File: config.mk
export PLATFORM = sky130hd
export DESIGN_NAME = seg7_scan_driver
export DESIGN_NICKNAME = d
export VERILOG_FILES = /design/src/rtl/seg7_scan_driver.sv
export SDC_FILE = /design/constraint.sdc
export NUM_CORES = 1
export LEC_CHECK = 0
export CORE_ASPECT_RATIO = 1.5
export CORE_MARGIN = 3
export CORE_UTILIZATION = 33
export CTS_CLUSTER_SIZE = 28
export DETAILED_ROUTE_END_ITERATION = 8
export PLACE_DENSITY = 0.47
export SETUP_SLACK_MARGIN = 0.05
export SYNTH_ARGS = -nofsm -noshare
export SYNTH_HDL_FRONTEND = slang
export SYNTH_SLANG_ARGS = --single-unit
File: constraint.sdc
create_clock -name clk -period 2.5 [get_ports clk]
set_clock_uncertainty 0.05 [all_clocks]
set_input_delay 0.375 -clock clk [delete_from_list [all_inputs] [get_ports clk]]
set_output_delay 0.375 -clock clk [all_outputs]
set_load 0.01 [all_outputs]
File: src/rtl/seg7_scan_driver.sv
// Multiplexed N-digit common-anode 7-segment driver with a sequential binary-to-BCD converter.
// Latency: decimal load commits DATA_W+1 clks after capture, hex load 1 clk; scan output registered.
// Backpressure: busy is high while converting; a load seen while busy is dropped, not queued.
//
// Ports:
//   clk, rst_n     system clock, asynchronous active-low reset
//   data_in        binary value captured on load (with hex_mode)
//   load           1-cycle capture request, honoured only when !busy
//   hex_mode       1 = hex nibbles, 0 = decimal (sampled at load)
//   blank_lz       blank leading zero digits (live)
//   dp_in          per-digit decimal point enable (live)
//   busy           conversion in progress
//   ovf            committed value does not fit in N_DIGITS (all digits show a dash)
//   seven_seg_out  {a,b,c,d,e,f,g,dp}, active-low, registered
//   select         one-cold active-low digit enable, bit i = digit i (0 = ones)
module seg7_scan_driver #(
  parameter int N_DIGITS    = 4,
  parameter int DATA_W      = 12,
  parameter int REFRESH_DIV = 250000
) (
  input  logic                clk,
  input  logic                rst_n,
  input  logic [DATA_W-1:0]   data_in,
  input  logic                load,
  input  logic                hex_mode,
  input  logic                blank_lz,
  input  logic [N_DIGITS-1:0] dp_in,
  output logic                busy,
  output logic                ovf,
  output logic [7:0]          seven_seg_out,
  output logic [N_DIGITS-1:0] select
);

  localparam int BW = 4 * N_DIGITS;
  localparam int CW = $clog2(DATA_W + 1);
  localparam int PW = $clog2(REFRESH_DIV);
  localparam int IW = $clog2(N_DIGITS);

  typedef enum logic [1:0] {IDLE, SHIFT, DONE} state_t;

  state_t              state, state_nxt;
  logic [BW-1:0]       work_bcd;
  logic [BW-1:0]       adj_bcd;
  logic [DATA_W-1:0]   work_bin;
  logic                work_ovf;
  logic [CW-1:0]       bit_cnt;
  logic [BW-1:0]       disp_bcd;
  logic [BW+DATA_W-1:0] ext;
  logic                hex_hi;
  logic [PW-1:0]       presc;
  logic                tick;
  logic [IW-1:0]       scan_idx;
  logic [N_DIGITS-1:0] zero_up;
  logic                zero_run;
  logic [3:0]          nib;
  logic [7:0]          seg_nxt;

  function automatic logic [6:0] glyph(input logic [3:0] d);
    case (d)
      4'h0: glyph = 7'b0000001;
      4'h1: glyph = 7'b1001111;
      4'h2: glyph = 7'b0010010;
      4'h3: glyph = 7'b0000110;
      4'h4: glyph = 7'b1001100;
      4'h5: glyph = 7'b0100100;
      4'h6: glyph = 7'b0100000;
      4'h7: glyph = 7'b0001111;
      4'h8: glyph = 7'b0000000;
      4'h9: glyph = 7'b0000100;
      4'hA: glyph = 7'b0001000;
      4'hB: glyph = 7'b1100000;
      4'hC: glyph = 7'b0110001;
      4'hD: glyph = 7'b1000010;
      4'hE: glyph = 7'b0110000;
      default: glyph = 7'b0111000;
    endcase
  endfunction

  assign busy = (state != IDLE);

  // Zero-extended copy of the input: low BW bits are the hex digits, anything above
  // them flags a hex value too wide for the display.
  assign ext    = {{BW{1'b0}}, data_in};
  assign hex_hi = |ext[BW+DATA_W-1:BW];

  // ---------------- converter FSM ----------------
  always_ff @(posedge clk or negedge rst_n) begin
    if (!rst_n) state <= IDLE;
    else        state <= state_nxt;
  end

  always_comb begin
    state_nxt = state;
    case (state)
      IDLE:    if (load) state_nxt = hex_mode ? DONE : SHIFT;
      SHIFT:   if (bit_cnt == CW'(DATA_W - 1)) state_nxt = DONE;
      DONE:    state_nxt = IDLE;
      default: state_nxt = IDLE;
    endcase
  end

  // Double-dabble correction: every nibble >= 5 gets +3 before the shift.
  always_comb begin
    adj_bcd = work_bcd;
    for (int n = 0; n < N_DIGITS; n++) begin
      if (work_bcd[4*n +: 4] >= 4'd5) adj_bcd[4*n +: 4] = work_bcd[4*n +: 4] + 4'd3;
    end
  end

  always_ff @(posedge clk or negedge rst_n) begin
    if (!rst_n) begin
      work_bcd <= '0;
      work_bin <= '0;
      work_ovf <= 1'b0;
      bit_cnt  <= '0;
      disp_bcd <= '0;
      ovf      <= 1'b0;
    end else begin
      case (state)
        IDLE: begin
          if (load) begin
            bit_cnt <= '0;
            if (hex_mode) begin
              work_bcd <= ext[BW-1:0];
              work_ovf <= hex_hi;
            end else begin
              work_bcd <= '0;
              work_bin <= data_in;
              work_ovf <= 1'b0;
            end
          end
        end
        SHIFT: begin
          // A 1 leaving the top nibble means the value needs more digits than we have.
          work_bcd <= {adj_bcd[BW-2:0], work_bin[DATA_W-1]};
          work_bin <= work_bin << 1;
          work_ovf <= work_ovf | adj_bcd[BW-1];
          bit_cnt  <= bit_cnt + CW'(1);
        end
        DONE: begin
          disp_bcd <= work_bcd;
          ovf      <= work_ovf;
        end
        default: ;
      endcase
    end
  end

  // ---------------- refresh prescaler ----------------
  assign tick = (presc == PW'(REFRESH_DIV - 1));

  always_ff @(posedge clk or negedge rst_n) begin
    if (!rst_n)    presc <= '0;
    else if (tick) presc <= '0;
    else           presc <= presc + PW'(1);
  end

  // ---------------- digit pattern ----------------
  // zero_up[i]: digit i and every digit above it are zero.
  always_comb begin
    zero_run = 1'b1;
    zero_up  = '0;
    for (int i = N_DIGITS - 1; i >= 0; i--) begin
      zero_run   = zero_run & (disp_bcd[4*i +: 4] == 4'd0);
      zero_up[i] = zero_run;
    end
  end

  assign nib = disp_bcd[{scan_idx, 2'b00} +: 4];

  always_comb begin
    seg_nxt = {glyph(nib), ~dp_in[scan_idx]};
    if (ovf)
      seg_nxt[7:1] = 7'b1111110;
    else if (blank_lz && (scan_idx != '0) && zero_up[scan_idx])
      seg_nxt[7:1] = 7'b1111111;
  end

  // ---------------- scan ----------------
  // scan_idx holds the digit shown at the next tick, so the first tick after
  // reset lights the most significant digit and the order then descends.
  always_ff @(posedge clk or negedge rst_n) begin
    if (!rst_n) begin
      scan_idx      <= IW'(N_DIGITS - 1);
      select        <= '1;
      seven_seg_out <= 8'hFF;
    end else if (tick) begin
      scan_idx      <= (scan_idx == '0) ? IW'(N_DIGITS - 1) : scan_idx - IW'(1);
      select        <= ~(N_DIGITS'(1) << scan_idx);
      seven_seg_out <= seg_nxt;
    end
  end

endmodule

==> results by group <==
Die
  • Height of the die: 148 um
  • Site Rows: 51
  • Area of the die: 14900 um^2
  • I/O pin cnt: 35
  • Initial cell density of the core: 34.0%
  • Width of the chip: 101 um
  • Placeable core area: 13000 um^2

CTS
  • Deepest level of the CTS H-tree: 3
  • Clock latency on the worst-skew pair: 0.34 ns
  • CTS tree: yes
  • Root buffer cell: clkbuf_16
  • Maximum clock path buffer count: 2
  • CTS buffer count: 9
  • Total number of clock tree sinks: 84
  • Clock-pin transition on the worst setup and hold timing paths: 0.06 ns

Run status
  • Outcome: completed

Pwr
  • Pwr per Cell Area: 1020 nW/um^2
  • Leakage: 2.32 nW
  • Maximum resistive drop on vdd: 0.571 mV

Drt
  • Number of nets still failing antenna checks after routing: 0
  • First drt pass iteration count: 4
  • Routed WL: 9970 um
  • Remaining DRCs: 0
  • Number of vias per cell: 5.10
  • Average routed wire per standard cell: 15.1 um
  • Count of routing violations after the opening detailed-route iteration: 108
  • Vias after detailed routing: 3369

Synth
  • Distinct cell type count of the synthesized netlist: 49
  • Synthesized cell area: 4420 um^2
  • Yosys warning count: 0
  • Fraction of registers with async set or reset after synthesis: 100%
  • Number of cells produced by synthesis: 455
  • Number of synthesized flops with an enable pin: 0
  • Synth Register Bits: 84
  • Net Count, Synth: 496
  • Most common flop cell mapped by yosys: dfrtp_1
  • Average cell area after synthesis: 9.72 um^2
  • Register area share after synthesis: 47.9%

Placement
  • Total cell area at the placement stage: 4980 um^2
  • Number of buffers inserted by port buffering: 34
  • Final GP Congestion: 0.807
  • DPL Wire Length: 7400 um

Global route
  • GR Layer Usage met1: 17.4%
  • Busiest layer in global routing: met2
  • Pin count of the biggest net entering global routing: 40
  • Overall overflow remaining after global route: 0
  • Number of antenna violations at the first check in global routing: 0
  • Via count of the first global-routing pass: 3372
  • Global routing usage summed across all routing layers: 14.5%
  • Global Route met2 Usage: 25.2%
  • Global-route wire length before repair: 17200 um
  • Fraction of met3 tracks used by global routing: 2.88%

Critical path
  • Highest fanout seen on the critical path: 5
  • Critical path data arrival time: 2.51 ns
  • Startpoint type of the worst setup path: register
  • Critical path class: register to register
  • Critical Path Sink Type: register
  • Data required time of the worst path: 2.71 ns

Finish
  • Most frequent cells in the layout: dfrtp_1, nand2_1, o21ai_0
  • NumNets Final: 537
  • Fin area: 5350 um^2
  • Most common library cell in the layout ignoring fill and taps: dfrtp_1
  • Fraction of final layout cells sized beyond drive strength 1: 13.2%
  • # diodes: 0
  • Area added between synthesis and finish: 21.0%

STA
  • Worst-case headroom to the max-slew limit: 49.9%
  • Final TNS setup: 0 ns
  • Timing-limited maximum frequency: 435 MHz
  • Final count of pins violating max slew: 0
  • RSZ-0062 raised after global routing: no
  • Final Hold Violating Endpoints: 0
  • Final-report setup violation count: 0
  • Final period utilization: 91.9%
  • Transition time of the tightest slew-check pin: 0.751 ns
  • Clock period minus final worst setup slack: 2.30 ns

Flow run
  • Max-capacitance violation count: 0

Min path
  • Classification of the worst-slack hold path: register to register
## metal layers
| layer | vias up | wire length (um) | share of wire [%] |
|---|---|---|---|
| met3 | 18 | 308 | 3.1 |
| met4 | 0 | 233 | 2.3 |
| li1 | 1691 | - | - |
| met1 | 1596 | 4300 | 43 |
| met5 | - | 0 | 0 |
| met2 | 64 | 5120 | 51 |
## metrics by stage
stage,power (mW),cells,utilization (%),setup slack [ns],hold slack [ns]
finish,5.48,660,41.1,0.202,0.426
global route,5.94,660,41.1,0.105,0.460
CTS,5.58,656,40.8,0.0827,0.432
detailed placement,4.09,639,38.3,0.104,0.321
global placement,4.06,639,38.3,0.0704,0.325
floorplan,3.50,455,-,0.239,0.0294
## state kept, by name, summed over array words and instances (netlist names)
name,cells
work_bcd,16
state,2
work_bin,12
scan_idx,2
bit_cnt,4
ovf,1
presc,18
work_ovf,1
disp_bcd,16
seven_seg_out,8
select,4
## logic make-up after synthesis
logic type / Yosys count / synth area share [%]
mux: 19 / 6.20
simple gates: 159 / 17.3
flops: 84 / 47.9
fa+ha+maj: 20 / 5.66
xor+xnor: 20 / 3.96
buf+inv: 42 / 3.88
compound gates: 111 / 15.0
## timing repair
action	4_1_cts	5_1_grt
buffers inserted	0	4
endpoints found under the hold margin	22	0
resized for setup	0	1
setup endpoints to repair	0	7
hold buffers	1	0
## critical path, cell delays in order (launching register included)
cell and delay, ns:
dfstp_2 0.58, mux4_1 0.65, ha_1 0.30, a2111oi_0 0.40, buf_4 0.18, a21oi_1 0.06
## report_power, final
group          total (mW)  internal (mW)  switching, mW
registers            2.14           1.75          0.386
clock network        1.45          0.882          0.567
logic                1.89          0.866           1.02
## area by class of cell
class | count | area [um^2]
fillers | 1287 | 7670
multi-input cells | 329 | 2140
flip-flops and latches | 84 | 2120
repair buffers | 53 | 495
clock buffers | 9 | 225
well taps | 159 | 199
clock inverters | 7 | 98.8
inverters | 19 | 71.3
## cells in the mapped netlist (all sizes together) (2+ instances only)
| cell type | instances | area [um^2] |
|---|---|---|
| o21bai | 2 | 15.0 |
| buf | 5 | 32.5 |
| nor4b | 2 | 23.8 |
| mux2i | 6 | 60.1 |
| mux2 | 8 | 93.8 |
| nand3b | 3 | 22.5 |
| and2 | 4 | 27.5 |
| a32oi | 3 | 26.3 |
| a211oi | 5 | 37.5 |
| o21ai | 45 | 225 |
| ha | 20 | 250 |
| nand4 | 6 | 37.5 |
| mux4 | 5 | 120 |
| nor2b | 3 | 18.8 |
| nand2 | 63 | 236 |
| nand2b | 8 | 50.1 |
| dfstp | 14 | 368 |
| nor2 | 31 | 116 |
| and4 | 3 | 26.3 |
| o211ai | 2 | 15.0 |
| a221o | 2 | 20.0 |
| nor3 | 11 | 55.1 |
| clkbuf | 18 | 67.6 |
| a21oi | 25 | 125 |
| dfrtp | 70 | 1750 |
| inv | 19 | 71.3 |
| xor2 | 8 | 70.1 |
| nor4 | 3 | 18.8 |
| a22oi | 13 | 97.6 |
| nand3 | 9 | 45.0 |
| a22o | 4 | 35.0 |
| a31oi | 7 | 43.8 |
| and3 | 8 | 50.1 |
| xnor2 | 12 | 105 |
## path summary, 6_finish.rpt
kind                                   from               end  depth (start not counted)  slack, ns
max reg2reg                     scan_idx[0]  seven_seg_out[7]                          5       0.20
max                             scan_idx[0]  seven_seg_out[7]                          5       0.20
min reg2reg                seven_seg_out[0]  seven_seg_out[0]                          2       0.43
min in group asynchronous             rst_n               ovf                          2       0.48
max in group asynchronous             rst_n       scan_idx[1]                          3       1.29
min                        seven_seg_out[0]  seven_seg_out[0]                          2       0.43
Power figures use the tool's default switching activity.
